File: src/rtl/avgpool_if.sv
// -----------------------------------------------------------------------------
// avgpool_if -- channel-beat input and averaged-vector output of avgpool_top.
//
// Signals
//   pool_valid_i  : one channel beat present on pool_pixel_i
//   pool_pixel_i  : PIXEL_NUM signed pixels, pixel p at [p*DATA_W +: DATA_W]
//   pool_clr_i    : synchronous frame restart
//   pool_vec_o    : averaged vector, channel k at [k*DATA_W +: DATA_W]
//   pool_valid_o  : one-cycle pulse marking a new complete pool_vec_o
//   pool_busy_o   : a frame is being collected or a beat is still in flight
//
// Modports
//   master : the beat producer / vector consumer
//   slave  : the pooling block
// -----------------------------------------------------------------------------
interface avgpool_if #(
   parameter int DATA_W    = 8,
   parameter int PIXEL_NUM = 36,
   parameter int CH_NUM    = 32
);
   logic                          pool_valid_i;
   logic [PIXEL_NUM*DATA_W-1:0]   pool_pixel_i;
   logic                          pool_clr_i;
   logic [CH_NUM*DATA_W-1:0]      pool_vec_o;
   logic                          pool_valid_o;
   logic                          pool_busy_o;

   modport master (
      output pool_valid_i,
      output pool_pixel_i,
      output pool_clr_i,
      input  pool_vec_o,
      input  pool_valid_o,
      input  pool_busy_o
   );

   modport slave (
      input  pool_valid_i,
      input  pool_pixel_i,
      input  pool_clr_i,
      output pool_vec_o,
      output pool_valid_o,
      output pool_busy_o
   );
endinterface

File: src/rtl/avgpool_top.sv
// -----------------------------------------------------------------------------
// avgpool_top -- global average pooling over an 18 x 2 feature map.
//
// Each accepted beat carries every pixel of one channel. The beat is reduced
// to the rounded mean of its PIXEL_NUM pixels and stored in the next slot of a
// working buffer; once CH_NUM channels are stored the whole buffer is
// published on pool_vec_o with a single-cycle pool_valid_o pulse.
//
// Pipeline (edge E0 samples a beat):
//   E0 : stage 1 registers the pixel sum S
//   E1 : stage 2 registers A = sat(((S*1821) + 32768) >>> 16)   (1821/65536 ~ 1/36)
//   E2 : stage 3 writes A into slot ch_cnt; the last slot moves the FSM to EMIT
//   E3 : EMIT copies the buffer to pool_vec_o and raises pool_valid_o
// so pool_valid_o rises on the fourth edge counting the one that sampled the
// final beat. A beat for the next frame may write slot 0 on E3 itself; the
// copy reads the buffer before that write lands.
//
// Ports
//   clk   : clock, rising edge
//   rst_n : asynchronous active-low reset
//   bus   : avgpool_if.slave (pool_valid_i, pool_pixel_i, pool_clr_i,
//           pool_vec_o, pool_valid_o, pool_busy_o)
//
// Configuration
//   AVGPOOL_RELU_EN : when defined, negative pixels are clamped to zero before
//                     summation.
// -----------------------------------------------------------------------------
module avgpool_top #(
   parameter int DATA_W    = 8,
   parameter int PIXEL_NUM = 36,
   parameter int CH_NUM    = 32
) (
   input  logic      clk,
   input  logic      rst_n,
   avgpool_if.slave  bus
);

   localparam int SUM_W  = DATA_W + 6;
   localparam int PROD_W = SUM_W + 12;
   localparam int CNT_W  = (CH_NUM > 1) ? $clog2(CH_NUM) : 1;

   localparam logic signed [PROD_W-1:0] RECIP_C   = PROD_W'(1821);
   localparam logic signed [PROD_W-1:0] ROUND_C   = PROD_W'(32768);
   localparam logic signed [PROD_W-1:0] SAT_MAX_C = PROD_W'((1 << (DATA_W - 1)) - 1);
   localparam logic signed [PROD_W-1:0] SAT_MIN_C = PROD_W'(-(1 << (DATA_W - 1)));
   localparam logic [CNT_W-1:0]         LAST_CH_C = CNT_W'(CH_NUM - 1);

   typedef enum logic [1:0] {
      ST_IDLE    = 2'd0,
      ST_COLLECT = 2'd1,
      ST_EMIT    = 2'd2
   } state_t;

   // stage 1
   logic signed [DATA_W-1:0]   pix_s;
   logic signed [SUM_W-1:0]    sum_s;
   logic                       s1_vld_r;
   logic signed [SUM_W-1:0]    s1_sum_r;

   // stage 2
   logic signed [PROD_W-1:0]   prod_s;
   logic signed [PROD_W-1:0]   scaled_s;
   logic signed [DATA_W-1:0]   avg_s;
   logic                       s2_vld_r;
   logic signed [DATA_W-1:0]   s2_avg_r;

   // stage 3 / working buffer
   logic [DATA_W-1:0]          buf_r [CH_NUM];
   logic [CH_NUM*DATA_W-1:0]   buf_flat_s;
   logic [CNT_W-1:0]           ch_cnt_r;
   logic                       wr_s;
   logic                       last_s;

   // control and outputs
   state_t                     state_r;
   state_t                     state_nxt_s;
   logic                       busy_nxt_s;
   logic [CH_NUM*DATA_W-1:0]   vec_r;
   logic                       valid_r;
   logic                       busy_r;

   // Sum all pixels of the incoming beat, sign-extended to the stage-1 width.
   always_comb begin
      sum_s = '0;
      pix_s = '0;
      for (int p = 0; p < PIXEL_NUM; p++) begin
         pix_s = bus.pool_pixel_i[p*DATA_W +: DATA_W];
`ifdef AVGPOOL_RELU_EN
         pix_s = pix_s[DATA_W-1] ? '0 : pix_s;
`endif
         sum_s = sum_s + $signed({{(SUM_W - DATA_W){pix_s[DATA_W-1]}}, pix_s});
      end
   end

   // Scale the sum by 1/36 with round-half-up and saturate to the pixel range.
   always_comb begin
      prod_s   = PROD_W'(s1_sum_r) * RECIP_C;
      scaled_s = (prod_s + ROUND_C) >>> 5'd16;
      if (scaled_s > SAT_MAX_C) begin
         avg_s = SAT_MAX_C[DATA_W-1:0];
      end else if (scaled_s < SAT_MIN_C) begin
         avg_s = SAT_MIN_C[DATA_W-1:0];
      end else begin
         avg_s = scaled_s[DATA_W-1:0];
      end
   end

   // Flatten the working buffer into the output vector layout.
   always_comb begin
      buf_flat_s = '0;
      for (int k = 0; k < CH_NUM; k++) begin
         buf_flat_s[k*DATA_W +: DATA_W] = buf_r[k];
      end
   end

   // Stage-3 write strobe and next state; a clear overrides any write.
   always_comb begin
      wr_s        = s2_vld_r & ~bus.pool_clr_i;
      last_s      = wr_s && (ch_cnt_r == LAST_CH_C);
      state_nxt_s = state_r;
      if (bus.pool_clr_i) begin
         state_nxt_s = ST_IDLE;
      end else begin
         case (state_r)
            ST_IDLE: begin
               if (wr_s) begin
                  state_nxt_s = last_s ? ST_EMIT : ST_COLLECT;
               end else begin
                  state_nxt_s = ST_IDLE;
               end
            end
            ST_COLLECT: begin
               if (last_s) begin
                  state_nxt_s = ST_EMIT;
               end else begin
                  state_nxt_s = ST_COLLECT;
               end
            end
            ST_EMIT: begin
               if (wr_s) begin
                  state_nxt_s = last_s ? ST_EMIT : ST_COLLECT;
               end else begin
                  state_nxt_s = ST_IDLE;
               end
            end
            default: begin
               state_nxt_s = ST_IDLE;
            end
         endcase
      end
      // Busy mirrors the state and the stage valids as they will be after this edge.
      busy_nxt_s = (state_nxt_s != ST_IDLE) || bus.pool_valid_i ||
                   (s1_vld_r && !bus.pool_clr_i);
   end

   // Stages 1 and 2; a clear drops the beat in stage 1 but still accepts a new one.
   always_ff @(posedge clk or negedge rst_n) begin
      if (!rst_n) begin
         s1_vld_r <= 1'b0;
         s1_sum_r <= '0;
         s2_vld_r <= 1'b0;
         s2_avg_r <= '0;
      end else begin
         s1_vld_r <= bus.pool_valid_i;
         if (bus.pool_valid_i) begin
            s1_sum_r <= sum_s;
         end
         s2_vld_r <= s1_vld_r & ~bus.pool_clr_i;
         if (s1_vld_r) begin
            s2_avg_r <= avg_s;
         end
      end
   end

   // Stage 3: working buffer and channel counter.
   always_ff @(posedge clk or negedge rst_n) begin
      if (!rst_n) begin
         for (int k = 0; k < CH_NUM; k++) begin
            buf_r[k] <= '0;
         end
         ch_cnt_r <= '0;
      end else if (bus.pool_clr_i) begin
         for (int k = 0; k < CH_NUM; k++) begin
            buf_r[k] <= '0;
         end
         ch_cnt_r <= '0;
      end else if (wr_s) begin
         buf_r[ch_cnt_r] <= s2_avg_r;
         ch_cnt_r        <= last_s ? '0 : ch_cnt_r + CNT_W'(1);
      end
   end

   // Frame FSM with registered vector, pulse and busy outputs.
   always_ff @(posedge clk or negedge rst_n) begin
      if (!rst_n) begin
         state_r <= ST_IDLE;
         vec_r   <= '0;
         valid_r <= 1'b0;
         busy_r  <= 1'b0;
      end else begin
         state_r <= state_nxt_s;
         busy_r  <= busy_nxt_s;
         if (bus.pool_clr_i) begin
            valid_r <= 1'b0;
         end else if (state_r == ST_EMIT) begin
            vec_r   <= buf_flat_s;
            valid_r <= 1'b1;
         end else begin
            valid_r <= 1'b0;
         end
      end
   end

   assign bus.pool_vec_o   = vec_r;
   assign bus.pool_valid_o = valid_r;
   assign bus.pool_busy_o  = busy_r;

endmodule

File: src/flat_wrapper.sv
// flat-port wrapper written by rule: the top's interface ports become plain ports
module avgpool_top_flat 
#(
   parameter int DATA_W    = 8,
   parameter int PIXEL_NUM = 36,
   parameter int CH_NUM    = 32
)
  (clk, rst_n, bus_pool_valid_i, bus_pool_pixel_i, bus_pool_clr_i, bus_pool_vec_o, bus_pool_valid_o, bus_pool_busy_o);
  avgpool_if #(.DATA_W(DATA_W), .PIXEL_NUM(PIXEL_NUM), .CH_NUM(CH_NUM)) bus_i ();
  input  logic clk;
  input  logic rst_n;
  input wire logic [$bits(bus_i.pool_valid_i)-1:0] bus_pool_valid_i;
  input wire logic [$bits(bus_i.pool_pixel_i)-1:0] bus_pool_pixel_i;
  input wire logic [$bits(bus_i.pool_clr_i)-1:0] bus_pool_clr_i;
  output wire logic [$bits(bus_i.pool_vec_o)-1:0] bus_pool_vec_o;
  output wire logic [$bits(bus_i.pool_valid_o)-1:0] bus_pool_valid_o;
  output wire logic [$bits(bus_i.pool_busy_o)-1:0] bus_pool_busy_o;
  assign bus_i.pool_valid_i = bus_pool_valid_i;
  assign bus_i.pool_pixel_i = bus_pool_pixel_i;
  assign bus_i.pool_clr_i = bus_pool_clr_i;
  assign bus_pool_vec_o = bus_i.pool_vec_o;
  assign bus_pool_valid_o = bus_i.pool_valid_o;
  assign bus_pool_busy_o = bus_i.pool_busy_o;
  avgpool_top #(.DATA_W(DATA_W), .PIXEL_NUM(PIXEL_NUM), .CH_NUM(CH_NUM)) u_core (.clk(clk), .rst_n(rst_n), .bus(bus_i));
endmodule
File: config.mk
export PLATFORM = sky130hd
export DESIGN_NAME = avgpool_top_flat
export DESIGN_NICKNAME = d
export VERILOG_FILES = /design/src/rtl/avgpool_if.sv /design/src/rtl/avgpool_top.sv /design/src/flat_wrapper.sv
export SDC_FILE = /design/constraint.sdc
export NUM_CORES = 1
export LEC_CHECK = 0
export BUFFER_PORTS_ARGS = -buffer_cell sky130_fd_sc_hd__buf_2
export CAP_MARGIN = 20
export CORE_ASPECT_RATIO = 0.5
export CORE_MARGIN = 2
export CORE_UTILIZATION = 52
export CTS_CLUSTER_DIAMETER = 40
export CTS_CLUSTER_SIZE = 8
export DETAILED_ROUTE_END_ITERATION = 8
export GPL_TIMING_DRIVEN = 0
export PLACE_DENSITY = 0.84
export SYNTH_ARGS = -nofsm -noshare
export SYNTH_HDL_FRONTEND = slang
export SYNTH_SLANG_ARGS = --single-unit
File: constraint.sdc
create_clock -name clk -period 5.8 [get_ports clk]
set_input_delay 0.29 -clock clk [delete_from_list [all_inputs] [get_ports clk]]
set_output_delay 0.29 -clock clk [all_outputs]
set_load 0.05 [all_outputs]
==> summary.md <==
| Metric | Value |
|---|---|
| Synthesis Warnings | 0 |
| Setup WS post-layout | -0.0828 ns |
| Number of I/O pins | 550 |
| Synthesized flop and latch total | 545 |
| Die Y-Extent | 182 um |
| GRT Overall Usage | 26.5% |
| Avg WL per Cell | 20.0 um |
| Status | finished with violations |
| Core area | 62700 um2 |
| Syn_area_per_cell | 12.0 um2 |
| Number of synthesized flops with an enable pin | 0 |
| Clock latency on the worst-skew pair | 0.62 ns |
| Crit path top cell by count | fa_1 |
| Critical path data arrival time | 6.33 ns |
| Vias in the first global route | 24.3k |
| Nets@finish | 4146 |
| Initial DRT Pass Iterations | 5 |
| Vias per inst | 5.24 |
| Buffers added on ports | 548 |
| Final hold violation count | 0 |
| H-tree levels | 3 |
| Slew Limit Fails | 0 |
| Synth area leader | dfrtp_1 |
| Die area | 65200 um2 |
| Layout area overhead | 19.8% |
| Setup CP Type | in -> reg |
| Most frequent cells after synthesis | dfrtp_1 (545), inv_1 (506), fa_1 (345), mux2_2 (265), nor2_1 (262) |
| Area of the multi-input gates | 16900 um2 |
| Register area share after synthesis | 41.6% |
| Worst setup SP type | input port |
| Synthesized instance count | 2726 |
| Total grt overflow | 0 |
| Fraction of layout cells with a size suffix above 1 | 28.5% |
| Ys async rst share | 100% |
| Worst Clk Skew | 0.0342 ns |
| Main flop type after synthesis | dfrtp_1 |
| Crit share post-route | 101% |
| Most common cell in the synthesized netlist | dfrtp_1 |
| Fillers | 4674 |
| Largest net degree at the start of global routing | 131 |
| CP max stage cell | fa_2 |
| Worst EP required | 6.24 ns |
| Final setup viols | 4 |
| Initial antenna violation count | 2 |
| CP Capture Type | register |
| Max stage delay on crit path | 0.62 ns |
| Leading post-synthesis cells by cell area | dfrtp_1 (42%), fa_1 (21%), mux2_2 (9.1%) |
| Root Driver | clkbuf_16 |
| DRT iter0 DRCs | 1417 |
| Syn nets | 3498 |
| Unrepaired setup endpoints after global routing | yes |
| Netlist cell types | 48 |
| Inserted Clock Buffers | 82 |
| Bufs on Longest Clock Path | 3 |
| Max-cap violation count | 0 |
| Tmin final | 5.88 ns |
| Slew headroom | 22.4% |
| # rows | 65 |
| Initial Util | 52.3% |
| First-pass GRT wire length | 134 mm |
| Remaining DRCs | 0 |
| Chip Width | 359 um |
| Slew @ Worst Pin | 1.16 ns |
| Hold Crit Class | in -> async |
| WL final | 84.8 mm |
| Via Count | 22.2k |
| Sink Count | 545 |
| Crit Path Max Fanout | 2 |
| DRT antenna net count | 0 |
| HPWL after DPL | 64.9 mm |
| Worst-path cell chain | buf_6 > inv_2 > fa_2 > inv_2 > fa_1 > fa_1 > inv_2 > fa_1 > fa_1 > inv_1 > fa_1 > fa_1 > fa_1 > ha_1 > a21o_1 > a21o_1 > a21oi_2 > o21bai_2 > a21oi_2 > o21ai_2 > o41ai_2 > xnor2_1 > mux2i_1 |
| Peak Freq | 170 MHz |
| CTS tree | built |
| Clock-pin slew on the worst setup and hold paths | 0.05 ns |
| Mapped cell area | 32800 um2 |
| Final GP Congestion | 0.958 |
| Reg2reg start | u_core.s1_sum_r[13] |
| Failing checks | setup timing |
| Fin util | 62.7% |
| Register area | 13600 um2 |
| Synth top area share | 41.6% |
| Worst setup path start | bus_pool_pixel_i[235] |
registers in the layout, summed over array words and instances, names as in the netlist, 2 cells and up:
name	cells
u_core.s1_sum_r	14
u_core.s2_avg_r	8
u_core.bus.pool_vec_o	256
u_core.state_r	2
u_core.buf_flat_s	256
u_core.ch_cnt_r	5
worst paths after layout:
check                                             endpoint  slack (ns)  depth (start not counted)
worst max-delay path                   u_core.s1_sum_r[13]       -0.08                         23
max in group asynchronous       u_core.bus.pool_vec_o[200]        4.09                          4
worst max register to register          u_core.s2_avg_r[2]        0.07                         20
worst min-delay path             u_core.bus.pool_vec_o[85]        0.17                          2
min in group clk                        u_core.s1_sum_r[0]        0.27                          4
worst min register to register  u_core.bus.pool_vec_o[153]        0.49                          1
placed cells by master (no fill, tap or decap), drive strengths merged, types with 9 or more instances in the layout:
cell	n
o21ai	17
xor2	17
xnor2	31
a21oi	63
dfrtp	545
fa	345
nand3	49
a21o	9
clkinv	11
nor2	263
ha	135
mux2	265
mux2i	223
buf	572
inv	508
nand2	57
clkbuf	193
area by class of cell:
class	instances	share of cell area, %
repair buffers	564	7.61
well taps	837	2.66
clock inverters	14	0.672
inverters	507	4.84
clock buffers	87	5.29
diodes	3	0.0191
plain buffers	117	1.19
multi-input cells	1557	43.0
flip-flops and latches	545	34.7
repair_timing:
action / in CTS / in global routing
hold buffers: 3 / 0
hold endpoints to repair: 53 / 0
cloned: 0 / 0
gates resized for setup: 17 / 12
buffers inserted: 5 / 2
endpoints found under the setup margin: 13 / 13
pin swaps: 30 / 14
routing by layer:
layer / vias to the layer above / track usage [%] / wire [um]
met4: 0 / 10.8 / 3550
met3: 205 / 3.52 / 3850
met1: 11406 / 33.5 / 33800
met5: - / 0 / 0
met2: 690 / 46.5 / 43600
li1: 9858 / - / -
critical path: cells and delay by family:
family          cells  cell delay [ns]
fa+ha+maj           9             4.33
compound gates      7             1.17
buf+inv             5             0.26
xor+xnor            1             0.17
mux                 1             0.10
stage by stage:
stage	hold WS, ns	TNS, ns	setup slack, ns	cell area, um2	cells
5_1_grt	0.199	-2.26	-0.289	39300	4230
2_1_floorplan	-0.00559	-1.61	-0.372	32800	2726
4_1_cts	0.166	-0.0306	-0.0306	39200	4224
3_5_place_dp	0.236	-8.34	-0.992	36700	4115
3_3_place_gp	0.478	-3322.98	-6.13	36600	4111
6_report	0.172	-0.227	-0.0828	39300	4231
cell families after synthesis:
group                    share of synthesized area, %
AO/OA/AOI/OAI                                    2.69
XOR/XNOR                                         1.30
adder cells (fa/ha/maj)                          26.2
buffers and inverters                            7.22
flip-flops                                       41.6
multiplexers                                     15.9
AND/OR/NAND/NOR                                  5.11
Power is not shown: default switching activity piles up to over one toggle a cycle in this logic, so the estimate is an artifact.
